[src/rtl/imm_gen_pipe.sv]
// RISC-V immediate generator feeding a DEPTH-entry output buffer.
// Every output, head data included, comes straight from a register.
module imm_gen_pipe #(
    parameter int unsigned XLEN  = 32,
    parameter int unsigned DEPTH = 2
) (
    input  logic                         clk,
    input  logic                         rstn,
    input  logic                         flush,
    input  logic                         in_valid,
    output logic                         in_ready,
    input  logic [31:0]                  in_ins,
    output logic                         out_valid,
    input  logic                         out_ready,
    output logic [XLEN-1:0]              out_imm,
    output logic [2:0]                   out_fmt,
    output logic                         out_ill,
    output logic [31:0]                  out_ins,
    output logic [$clog2(DEPTH+1)-1:0]   level
);

    localparam int unsigned LW = $clog2(DEPTH + 1);
    localparam int unsigned PW = $clog2(DEPTH);

    localparam logic [2:0] FMT_NONE = 3'd0;
    localparam logic [2:0] FMT_I    = 3'd1;
    localparam logic [2:0] FMT_S    = 3'd2;
    localparam logic [2:0] FMT_B    = 3'd3;
    localparam logic [2:0] FMT_U    = 3'd4;
    localparam logic [2:0] FMT_J    = 3'd5;
    localparam logic [2:0] FMT_ZIMM = 3'd6;
    localparam logic [2:0] FMT_ILL  = 3'd7;

    localparam logic [6:0] OPC_LOAD      = 7'b0000011;
    localparam logic [6:0] OPC_JALR      = 7'b1100111;
    localparam logic [6:0] OPC_FENCE     = 7'b0001111;
    localparam logic [6:0] OPC_STORE     = 7'b0100011;
    localparam logic [6:0] OPC_BRANCH    = 7'b1100011;
    localparam logic [6:0] OPC_JAL       = 7'b1101111;
    localparam logic [6:0] OPC_LUI       = 7'b0110111;
    localparam logic [6:0] OPC_AUIPC     = 7'b0010111;
    localparam logic [6:0] OPC_OP_IMM    = 7'b0010011;
    localparam logic [6:0] OPC_OP_IMM_32 = 7'b0011011;
    localparam logic [6:0] OPC_OP        = 7'b0110011;
    localparam logic [6:0] OPC_OP_32     = 7'b0111011;
    localparam logic [6:0] OPC_SYSTEM    = 7'b1110011;

    typedef struct packed {
        logic [31:0]     ins;
        logic [XLEN-1:0] imm;
        logic [2:0]      fmt;
        logic            ill;
    } entry_t;

    entry_t          r_mem [DEPTH];
    entry_t          r_head;
    logic [PW-1:0]   r_wr_ptr;
    logic [PW-1:0]   r_rd_ptr;
    logic [LW-1:0]   r_level;
    logic            r_in_ready;
    logic            r_out_valid;

    logic [XLEN-1:0] w_imm;
    logic [2:0]      w_fmt;
    logic [2:0]      w_funct3;
    logic            w_is_shift;
    entry_t          w_dec;
    logic            w_push;
    logic            w_pop;
    logic [PW-1:0]   w_rd_nxt;
    logic [LW-1:0]   w_level_nxt;
    entry_t          w_head_nxt;

    assign w_funct3   = in_ins[14:12];
    assign w_is_shift = (w_funct3 == 3'b001) || (w_funct3 == 3'b101);

    // Immediate decode; anything not matched falls through as illegal with imm 0.
    always_comb begin
        w_imm = '0;
        w_fmt = FMT_ILL;
        if (in_ins[1:0] == 2'b11) begin
            case (in_ins[6:0])
                OPC_LOAD, OPC_JALR, OPC_FENCE: begin
                    w_imm = XLEN'($signed(in_ins[31:20]));
                    w_fmt = FMT_I;
                end
                OPC_STORE: begin
                    w_imm = XLEN'($signed({in_ins[31:25], in_ins[11:7]}));
                    w_fmt = FMT_S;
                end
                OPC_BRANCH: begin
                    w_imm = XLEN'($signed({in_ins[31], in_ins[7], in_ins[30:25],
                                           in_ins[11:8], 1'b0}));
                    w_fmt = FMT_B;
                end
                OPC_JAL: begin
                    w_imm = XLEN'($signed({in_ins[31], in_ins[19:12], in_ins[20],
                                           in_ins[30:21], 1'b0}));
                    w_fmt = FMT_J;
                end
                OPC_LUI, OPC_AUIPC: begin
                    w_imm = XLEN'($signed({in_ins[31:12], 12'b0}));
                    w_fmt = FMT_U;
                end
                OPC_OP_IMM: begin
                    if (!w_is_shift) begin
                        w_imm = XLEN'($signed(in_ins[31:20]));
                        w_fmt = FMT_I;
                    end else if (XLEN == 64) begin
                        w_imm = XLEN'(in_ins[25:20]);
                        w_fmt = FMT_I;
                    end else if (!in_ins[25]) begin
                        w_imm = XLEN'(in_ins[24:20]);
                        w_fmt = FMT_I;
                    end
                end
                OPC_OP_IMM_32: begin
                    if (XLEN == 64) begin
                        w_imm = w_is_shift ? XLEN'(in_ins[24:20])
                                           : XLEN'($signed(in_ins[31:20]));
                        w_fmt = FMT_I;
                    end
                end
                OPC_OP: begin
                    w_fmt = FMT_NONE;
                end
                OPC_OP_32: begin
                    if (XLEN == 64) begin
                        w_fmt = FMT_NONE;
                    end
                end
                OPC_SYSTEM: begin
                    case (w_funct3)
                        3'b000: w_fmt = FMT_NONE;
                        3'b001, 3'b010, 3'b011: begin
                            w_imm = XLEN'(in_ins[31:20]);
                            w_fmt = FMT_I;
                        end
                        3'b101, 3'b110, 3'b111: begin
                            w_imm = XLEN'(in_ins[19:15]);
                            w_fmt = FMT_ZIMM;
                        end
                        default: w_fmt = FMT_ILL;
                    endcase
                end
                default: w_fmt = FMT_ILL;
            endcase
        end
    end

    always_comb begin
        w_dec     = '0;
        w_dec.ins = in_ins;
        w_dec.imm = w_imm;
        w_dec.fmt = w_fmt;
        w_dec.ill = (w_fmt == FMT_ILL);
    end

    assign w_push      = in_valid & r_in_ready & ~flush;
    assign w_pop       = r_out_valid & out_ready & ~flush;
    assign w_rd_nxt    = w_pop ? r_rd_ptr + PW'(1) : r_rd_ptr;
    assign w_level_nxt = r_level + LW'(w_push) - LW'(w_pop);

    // Head after this edge: empty -> zeros, bypass when the push lands in an emptied buffer.
    always_comb begin
        w_head_nxt = '0;
        if (w_level_nxt == '0) begin
            w_head_nxt = '0;
        end else if (r_level == LW'(w_pop)) begin
            w_head_nxt = w_dec;
        end else begin
            w_head_nxt = r_mem[w_rd_nxt];
        end
    end

    always_ff @(posedge clk or negedge rstn) begin
        if (!rstn) begin
            for (int unsigned i = 0; i < DEPTH; i++) begin
                r_mem[i] <= '0;
            end
            r_head      <= '0;
            r_wr_ptr    <= '0;
            r_rd_ptr    <= '0;
            r_level     <= '0;
            r_in_ready  <= 1'b1;
            r_out_valid <= 1'b0;
        end else if (flush) begin
            r_head      <= '0;
            r_wr_ptr    <= '0;
            r_rd_ptr    <= '0;
            r_level     <= '0;
            r_in_ready  <= 1'b1;
            r_out_valid <= 1'b0;
        end else begin
            if (w_push) begin
                r_mem[r_wr_ptr] <= w_dec;
                r_wr_ptr        <= r_wr_ptr + PW'(1);
            end
            r_rd_ptr    <= w_rd_nxt;
            r_level     <= w_level_nxt;
            r_in_ready  <= (w_level_nxt != LW'(DEPTH));
            r_out_valid <= (w_level_nxt != '0);
            r_head      <= w_head_nxt;
        end
    end

    assign in_ready  = r_in_ready;
    assign out_valid = r_out_valid;
    assign level     = r_level;
    assign out_imm   = r_head.imm;
    assign out_fmt   = r_head.fmt;
    assign out_ill   = r_head.ill;
    assign out_ins   = r_head.ins;

endmodule

[config.mk]
export PLATFORM = sky130hd
export DESIGN_NAME = imm_gen_pipe
export DESIGN_NICKNAME = d
export VERILOG_FILES = /design/src/rtl/imm_gen_pipe.sv
export SDC_FILE = /design/constraint.sdc
export NUM_CORES = 1
export LEC_CHECK = 0
export CAP_MARGIN = 20
export CORE_UTILIZATION = 49
export DETAILED_ROUTE_END_ITERATION = 10
export GPL_TIMING_DRIVEN = 0
export PLACE_DENSITY = 0.72
export SLEW_MARGIN = 20
export SYNTH_ARGS = -nofsm -noshare
export SYNTH_HDL_FRONTEND = slang
export SYNTH_SLANG_ARGS = --single-unit
[constraint.sdc]
create_clock -name clk -period 7 [get_ports clk]
set_input_delay 1.4 -clock clk [delete_from_list [all_inputs] [get_ports clk]]
set_output_delay 1.4 -clock clk [all_outputs]
set_load 0.005 [all_outputs]
==> flow_summary.json <==
{
  "yosysWarnings": 0,
  "slew_violations": 0,
  "first_global_vias": 7817,
  "num_rows": 49,
  "cpPeakStageDelay_ps": 650,
  "fin_nets": 1163,
  "timing.final.ws_setup_ps": 2510,
  "hold_buffers": 0,
  "arrival_ps": 4810,
  "cts_buffers": 23,
  "core_sq_um": 18200,
  "synth.top_cell.area_share_pct": 56.5,
  "ir_worst_vdd_v": 0.000203,
  "grt_max_degree": 75,
  "die_area_sq_um": 19400,
  "drt_wl_total_um": 27300,
  "syn_avg_cell_area_sq_um": 9.33,
  "leakage_nw": 5.17,
  "antenna_found_initial": 0,
  "crit_family": "buffers and inverters",
  "fillers": 1546,
  "drive_above_1_share_pct": 6.32,
  "power_density_nw_per_um2": 337,
  "clk_pin_slew_ps": 60,
  "synthArstFlopShare_pct": 100,
  "holdPathStages": 2,
  "root_buffer": "clkbuf_16",
  "fmax_mhz": 223,
  "total_power_w": 0.00384,
  "netlist_instances": 991,
  "slew_headroom_pct": 45.0,
  "synth.distinct_cells": 55,
  "htreeDepth": 1,
  "rsz0062_at_grt": "no",
  "fin_cells": 1368,
  "vias_per_cell": 5.89,
  "synth_top_area_cell": "dfrtp_1",
  "grt_pass1_wl_um": 43400,
  "clk_path_buf_depth": 3,
  "cp_num_buf_inv": 5,
  "worst_pin_slew_ps": 818,
  "ys_top_cells_by_area": "dfrtp_1 57%, nand2_1 14%, nor2_1 3.8%",
  "synthesis.nets": 1030,
  "wl_per_cell_um": 19.9,
  "status": "complete, no violations",
  "cp_num_cells": 11,
  "final_cell_mix": "333 x nand2_1, 209 x dfrtp_1, 105 x clkdlybuf4s50_1",
  "cts_tree": "built",
  "synthesis.area_sq_um": 9250,
  "synth_seq_area_share_pct": 56.8,
  "dieWidth_um": 139,
  "worstSetupEndpointType": "register",
  "worstSetupStartpointType": "primary input",
  "first_iter_violations": 706,
  "initial_core_util_pct": 50.8,
  "pre_cts_slack_ps": 2120,
  "io_buffers": 106,
  "finalSetupViolCount": 0,
  "ys_seq_elements": 210,
  "overflow": 0,
  "vias": 8058,
  "fin_crit_ps": 4490,
  "post_cts_buffers": 0,
  "drt-pass1-iter-count": 5,
  "cp.required_ps": 7320,
  "antenna_cells": 0,
  "cp_max_fo": 10,
  "crit_path_cell_trace": "clkdlybuf4s50_1, nand3b_4, inv_1, ha_1, inv_1, ha_1, xor3_1, o21bai_1, clkbuf_1, clkbuf_1, a211oi_1",
  "ant_nets": 0,
  "hold_viol": 0,
  "clkLatencyLatePin_ps": 510,
  "hp-class": "register to register",
  "cts.sinks": 210,
  "fp.dieH_um": 139,
  "gp_congestion": 0.891,
  "ios": 109,
  "skew_ps": 8.81,
  "syn2layout_area_growth_pct": 23.2,
  "hpwl_um": 18600,
  "cts_resized": 0,
  "placed_cells": 1328,
  "criticalPathCategory": "primary input to register",
  "slowest_stage": "clkdlybuf4s50_1",
  "min_period_over_period_pct": 64.1,
  "synth_edf_count": 0,
  "reg2regPathDepth": 11,
  "mostFrequentLayoutCell": "nand2_1",
  "post-route-drc-count": 0,
  "synth_ff_type": "dfrtp_1",
  "grt.total_usage_pct": 28.7,
  "cap_violations": 0
}
final timing paths:
path,slack (ps),end,start
min,470,r_mem[61],r_mem[61]
max,2510,out_fmt[2],flush
max in group asynchronous,5390,in_ready,rstn
min in group asynchronous,840,r_mem[50],rstn
max reg2reg,3460,out_fmt[2],in_ready
min reg2reg,470,r_mem[61],r_mem[61]
cell type report:
type,instances,area (sq um),area share [%]
Inverter,8,30.0,0.264
Sequential cell,210,5260,46.1
Tap cell,229,287,2.52
Timing Repair Buffer,108,1120,9.84
Clock buffer,38,692,6.07
Clock inverter,2,37.5,0.329
Multi-Input combinational cell,696,3620,31.8
Buffer,77,344,3.02
worst min-delay path: stages (launching register included):
cell     delay (ps)
dfrtp_1         340
nand2_1          50
nand2_1          60
sequential cells by signal, summed over array words and instances, names as in the netlist:
name,flops
out_ins,32
in_ready,1
r_wr_ptr,1
out_imm,32
out_valid,1
out_fmt,3
r_mem,136
r_rd_ptr,1
level,2
out_ill,1
synthesized netlist by cell type (2+ instances only):
master / number
nand2_1: 333
nand3b_1: 2
mux2_2: 4
o32a_1: 2
mux2i_1: 22
and3_1: 13
or2_2: 2
ha_1: 2
a21oi_1: 20
a311oi_1: 40
o21ai_0: 35
buf_2: 20
a22o_1: 4
clkbuf_1: 49
o22ai_1: 4
buf_1: 4
buf_6: 4
inv_1: 8
o211ai_1: 5
dfrtp_1: 209
a31oi_1: 43
or3_1: 2
nand2b_1: 7
a211oi_1: 4
nand3_1: 5
and2_1: 3
nor2b_1: 4
nor2_1: 94
nor3_1: 2
a221oi_1: 19
xnor2_1: 2
per-stage QoR:
step	utilization (%)	setup TNS, ps	hold WS (ps)	area [sq um]
2_1_floorplan	-	0	446	9250
3_3_place_gp	58.2	-871930	457	10600
3_5_place_dp	58.5	0	463	10700
4_1_cts	62.5	0	477	11400
5_1_grt	62.6	0	494	11400
6_report	62.6	0	473	11400
report_power, final:
| group | total [W] | internal, W | leakage, nW | switching [W] |
|---|---|---|---|---|
| clock | 0.00118 | 0.000706 | 0.351 | 0.000477 |
| combinational | 0.000984 | 0.000410 | 2.13 | 0.000575 |
| sequential | 0.00167 | 0.00152 | 2.69 | 0.000150 |
kinds of logic after synthesis:
kind of cell,Yosys count,synth area share (%)
compound gates,189,14.4
xor+xnor,5,0.839
fa+ha+maj,2,0.270
buf+inv,85,4.04
flops,210,56.8
mux,26,2.87
simple gates,474,20.8
metal layers:
layer	GRT usage [%]	part of all wire, %	up-vias
met3	5.06	7.9	58
li1	-	-	3647
met2	44.7	46	357
met4	10.4	3.5	0
met5	0	0	-
met1	40.5	43	3996
No activity file was read; power rests on OpenSTA's default activity.
